### src/rtl/downsampler_h_window_fp16.sv
// Horizontal stride-2 window builder: pairs columns (2k, 2k+1) of a raster
// row into a 1x2 window for a downstream convolution. Pixels are opaque bits.
module downsampler_h_window_fp16 #(
    parameter int unsigned EXP_WIDTH    = 5,
    parameter int unsigned FRAC_WIDTH   = 10,
    parameter int unsigned IMAGE_WIDTH  = 640,
    parameter int unsigned FP_WIDTH_REG = 1 + FRAC_WIDTH + EXP_WIDTH
) (
    input  logic                    clk_i,
    input  logic                    rst_i,
    input  logic [FP_WIDTH_REG-1:0] pixel_i,
    input  logic [15:0]             col_i,
    input  logic [15:0]             row_i,
    input  logic                    valid_i,
    output logic [FP_WIDTH_REG-1:0] window_o [0:0][0:1],
    output logic [15:0]             col_o,
    output logic [15:0]             row_o,
    output logic                    valid_o,
    output logic                    drop_o
);

    localparam int unsigned COORD_W  = 16;
    localparam logic [COORD_W-1:0] LAST_COL = COORD_W'(IMAGE_WIDTH - 1);

    typedef enum logic {
        EMPTY = 1'b0,
        HELD  = 1'b1
    } state_t;

    state_t                  r_state;
    state_t                  w_state_nxt;
    logic [FP_WIDTH_REG-1:0] r_held_pix,  w_held_pix_nxt;
    logic [COORD_W-1:0]      r_held_col,  w_held_col_nxt;
    logic [COORD_W-1:0]      r_held_row,  w_held_row_nxt;
    logic [FP_WIDTH_REG-1:0] r_win_l,     w_win_l_nxt;
    logic [FP_WIDTH_REG-1:0] r_win_r,     w_win_r_nxt;
    logic [COORD_W-1:0]      r_col,       w_col_nxt;
    logic [COORD_W-1:0]      r_row,       w_row_nxt;
    logic                    r_valid,     w_valid_nxt;
    logic                    r_drop,      w_drop_nxt;
    logic                    w_pair;

    // Incoming pixel completes the held left pixel of the same row
    assign w_pair = (r_state == HELD) &&
                    (col_i == r_held_col + COORD_W'(1)) &&
                    (row_i == r_held_row);

    // State register and registered outputs
    always_ff @(posedge clk_i) begin
        if (rst_i) begin
            r_state    <= EMPTY;
            r_held_pix <= '0;
            r_held_col <= '0;
            r_held_row <= '0;
            r_win_l    <= '0;
            r_win_r    <= '0;
            r_col      <= '0;
            r_row      <= '0;
            r_valid    <= 1'b0;
            r_drop     <= 1'b0;
        end else begin
            r_state    <= w_state_nxt;
            r_held_pix <= w_held_pix_nxt;
            r_held_col <= w_held_col_nxt;
            r_held_row <= w_held_row_nxt;
            r_win_l    <= w_win_l_nxt;
            r_win_r    <= w_win_r_nxt;
            r_col      <= w_col_nxt;
            r_row      <= w_row_nxt;
            r_valid    <= w_valid_nxt;
            r_drop     <= w_drop_nxt;
        end
    end

    // Next-state and output decode; a broken pair drops the held pixel and
    // the new pixel is then handled as if arriving in EMPTY
    always_comb begin
        w_state_nxt    = r_state;
        w_held_pix_nxt = r_held_pix;
        w_held_col_nxt = r_held_col;
        w_held_row_nxt = r_held_row;
        w_win_l_nxt    = r_win_l;
        w_win_r_nxt    = r_win_r;
        w_col_nxt      = r_col;
        w_row_nxt      = r_row;
        w_valid_nxt    = 1'b0;
        w_drop_nxt     = 1'b0;

        if (valid_i) begin
            if (w_pair) begin
                w_win_l_nxt = r_held_pix;
                w_win_r_nxt = pixel_i;
                w_col_nxt   = r_held_col >> 1;
                w_row_nxt   = r_held_row;
                w_valid_nxt = 1'b1;
                w_state_nxt = EMPTY;
            end else begin
                w_drop_nxt  = (r_state == HELD);
                w_state_nxt = EMPTY;
                if (col_i[0]) begin
                    w_drop_nxt = 1'b1;
                end else if (col_i == LAST_COL) begin
                    w_win_l_nxt = pixel_i;
                    w_win_r_nxt = pixel_i;
                    w_col_nxt   = col_i >> 1;
                    w_row_nxt   = row_i;
                    w_valid_nxt = 1'b1;
                end else begin
                    w_held_pix_nxt = pixel_i;
                    w_held_col_nxt = col_i;
                    w_held_row_nxt = row_i;
                    w_state_nxt    = HELD;
                end
            end
        end
    end

    assign window_o[0][0] = r_win_l;
    assign window_o[0][1] = r_win_r;
    assign col_o          = r_col;
    assign row_o          = r_row;
    assign valid_o        = r_valid;
    assign drop_o         = r_drop;

endmodule
### config.mk
export PLATFORM = sky130hd
export DESIGN_NAME = downsampler_h_window_fp16
export DESIGN_NICKNAME = d
export VERILOG_FILES = /design/src/rtl/downsampler_h_window_fp16.sv
export SDC_FILE = /design/constraint.sdc
export NUM_CORES = 1
export LEC_CHECK = 0
export ABC_AREA = 0
export BUFFER_PORTS_ARGS = -buffer_cell sky130_fd_sc_hd__buf_2
export CORE_MARGIN = 4
export CORE_UTILIZATION = 55
export CTS_BUF_LIST = sky130_fd_sc_hd__clkbuf_4 sky130_fd_sc_hd__clkbuf_8 sky130_fd_sc_hd__clkbuf_16
export CTS_CLUSTER_SIZE = 30
export DETAILED_ROUTE_END_ITERATION = 6
export HOLD_SLACK_MARGIN = 0.02
export PLACE_DENSITY = 0.91
export SLEW_MARGIN = 20
export SYNTH_ARGS = -nofsm -noshare
export SYNTH_HDL_FRONTEND = slang
export SYNTH_SLANG_ARGS = --single-unit
### constraint.sdc
create_clock -name clk_i -period 3.8 [get_ports clk_i]
set_input_delay 0.76 -clock clk_i [delete_from_list [all_inputs] [get_ports clk_i]]
set_output_delay 0.76 -clock clk_i [all_outputs]
set_load 0.02 [all_outputs]
==> impl_metrics.tcl <==
set metrics [dict create \
    ys_warn_count 0 \
    syn_avg_cell_area_um2 8.774 \
    slowest_stage "and4_2" \
    drive_above_1_share_pct 29.25 \
    numCtsBuffers 17 \
    wl_per_cell_um 18.07 \
    multiInputGateArea_mm2 0.002332 \
    cp_cell_sequence "buf_2 -> xor2_1 -> nor4_1 -> and4_2 -> buf_12 -> nand4_1 -> a21oi_1" \
    setup_tns_ns 0 \
    track_usage_pct 26.44 \
    grt_pass1_wl_um 22140 \
    cts_resized 0 \
    start_kind "input port" \
    timing.rr.end "r_win_l[1]$_SDFFE_PP0P_" \
    die-height_um 102.8 \
    cp_top_family "simple AND/OR/NAND/NOR gates" \
    ys_ff_latch 113 \
    start_util_pct 56.64 \
    syn_inst 563 \
    hpwl_um 8487 \
    cp.required_ns 4.23 \
    p_per_area_mw_per_mm2 505.3 \
    outcome "finished with violations" \
    seq_area_mm2 0.002262 \
    vias 4749 \
    cts_max_path_buffers 2 \
    finalHoldViolations 0 \
    port_buffers 115 \
    fin_nets 691 \
    die-width_um 102.8 \
    cts_tree "done" \
    whs_ns 0.4630 \
    core-area_mm2 0.008721 \
    grt_max_degree 114 \
    drv_cap 0 \
    holdPathEnd "r_held_pix[3]$_SDFFE_PP0P_" \
    fin_crit_sh_pct 62.70 \
    ioPinCount 117 \
    fin_worst_skew_ns 0.01546 \
    synthesis.nets 614 \
    hp-start "r_held_pix[3]$_SDFFE_PP0P_" \
    relSlewSlack_pct 28.22 \
    period_minus_slack_ns 2.383 \
    final_common_cell "buf_2" \
    reg2regPathDepth 6 \
    clk_latency_ns 0.52 \
    place_congestion 0.8035 \
    routed_wl_um 13750 \
    antennaDiodeCount 0 \
    worst_pin_slew_ns 1.074 \
    p_leak_nw 2.351 \
    crit_arrival_ns 2.81 \
    rsz0062_at_grt "false" \
    reg2reg_from "r_held_col[6]$_SDFFE_PP0P_" \
    grt_pass1_vias 4674 \
    cp_max_fo 45 \
    hp-class "reg -> reg" \
    clk_pin_slew_ns 0.06 \
    syn_area_mm2 0.004940 \
    violations "design-rule violations" \
    drt-pass1-iter-count 7 \
    cts_setup_buffers 0 \
    crit_type "in -> reg" \
    critPathCaptureType "register" \
    cts_sinks 113 \
    mostFrequentLayoutCells "buf_2 (114), dfxtp_1 (113), a21oi_1 (111), nand2_1 (96), nand4_1 (65)" \
    drc 1 \
    synth_seq_area_share_pct 45.80 \
    drv_slew 0 \
    critPathMaxStageDelay_ns 0.61 \
    ant_nets 0 \
    drt_iter0_markers 444 \
    antenna_found_initial 0 \
    fin_util_pct 69.00 \
    postCtsHoldBufs 0 \
    htree_levels 4 \
    rows 34 \
    synth_cell_types 19 \
    gr-total-overflow 0 \
    dieArea_mm2 0.01056 \
    whs_path_depth 2 \
    fmax_ghz 0.4197 \
    peakVddDrop_v 0.0003747 \
    via_per_inst 6.240 \
    reg2reg_slack_ns 1.45 \
    syn2layout_area_growth_pct 21.81 \
    path_buf_inv 2 \
    nFillCells 664 \
    setup_viol 0 \
    root_buffer "clkbuf_8" \
]
where the power goes:
part	total, mW	leakage [nW]	internal, mW	switching [mW]
registers	1.23	0.916	1.21	0.0155
clock network	1.65	0.315	1.12	0.529
logic	0.170	1.12	0.0520	0.118
total	3.04	2.35	2.38	0.662
layer usage:
layer | global-route usage (%) | vias up | share of wire, %
li1 | - | 2198 | -
met4 | 10.86 | 0 | 2.8
met1 | 33.67 | 2260 | 39
met5 | 0 | - | 0
met3 | 7.442 | 43 | 8.4
met2 | 42.40 | 248 | 50
synth_stat cells (all sizes together):
library cell  instances  area, µm²
inv                   1      3.750
nor4                 10      68.81
a21oi               111      555.5
o31ai                63      618.1
nand2b                1      6.260
nor2                  3      11.26
dfxtp               113       2262
conb                  1      3.750
clkbuf               25      93.84
and4                  2      17.52
xor2                 31      271.5
buf                  41      260.3
nand4                65      406.6
nand2                96      360.4
kinds of logic (layout without fill, tap and decap cells):
logic type,Yosys count,after routing,synth area share [%]
buf+inv,67,157,7.244
xor+xnor,31,31,5.496
compound gates,174,174,23.76
other cells,1,1,0.07591
simple gates,177,177,17.63
flops,113,113,45.80
worst min-delay path, cell delays in order, from the launching register on:
cell,delay (ns)
dfxtp_1,0.31
nand2_1,0.05
a21oi_1,0.06
worst max-delay path by stage:
stage	from	to	slack, ns	depth (start not counted)
3_5_place_dp	col_i[6]	r_win_l[7]$_SDFFE_PP0P_	0.98	7
6_report	col_i[6]	r_win_l[1]$_SDFFE_PP0P_	1.42	7
3_3_place_gp	col_i[6]	r_win_l[7]$_SDFFE_PP0P_	0.98	7
2_1_floorplan	col_i[3]	r_win_r[0]$_SDFFE_PP0P_	1.72	7
4_1_cts	col_i[6]	r_win_l[1]$_SDFFE_PP0P_	1.45	7
5_1_grt	col_i[6]	r_win_l[7]$_SDFFE_PP0P_	1.29	7
layout make-up:
type,count,area share [%]
multi-input cells,383,38.76
flip-flops and latches,113,37.60
repair buffers,124,11.00
clock buffers,21,7.694
clock inverters,11,2.641
well taps,108,2.246
inverters,1,0.06238
sequential cells by signal (all words and copies together) (netlist names):
name	cells
col_o	15
drop_o	1
r_held_col	15
r_held_pix	16
r_held_row	16
r_state	1
r_win_l	16
r_win_r	16
row_o	16
valid_o	1
through the flow:
stage	cells	instance area, µm²	setup slack, ns	total power [mW]
CTS	761	6013	1.450	3.045
global placement	729	5391	0.9763	1.406
global route	761	6017	1.292	3.131
detailed placement	729	5391	0.9753	1.412
finish	761	6017	1.417	3.040
floorplan	563	4940	1.723	1.347
Note: power is estimated with default switching activity, not from simulation.
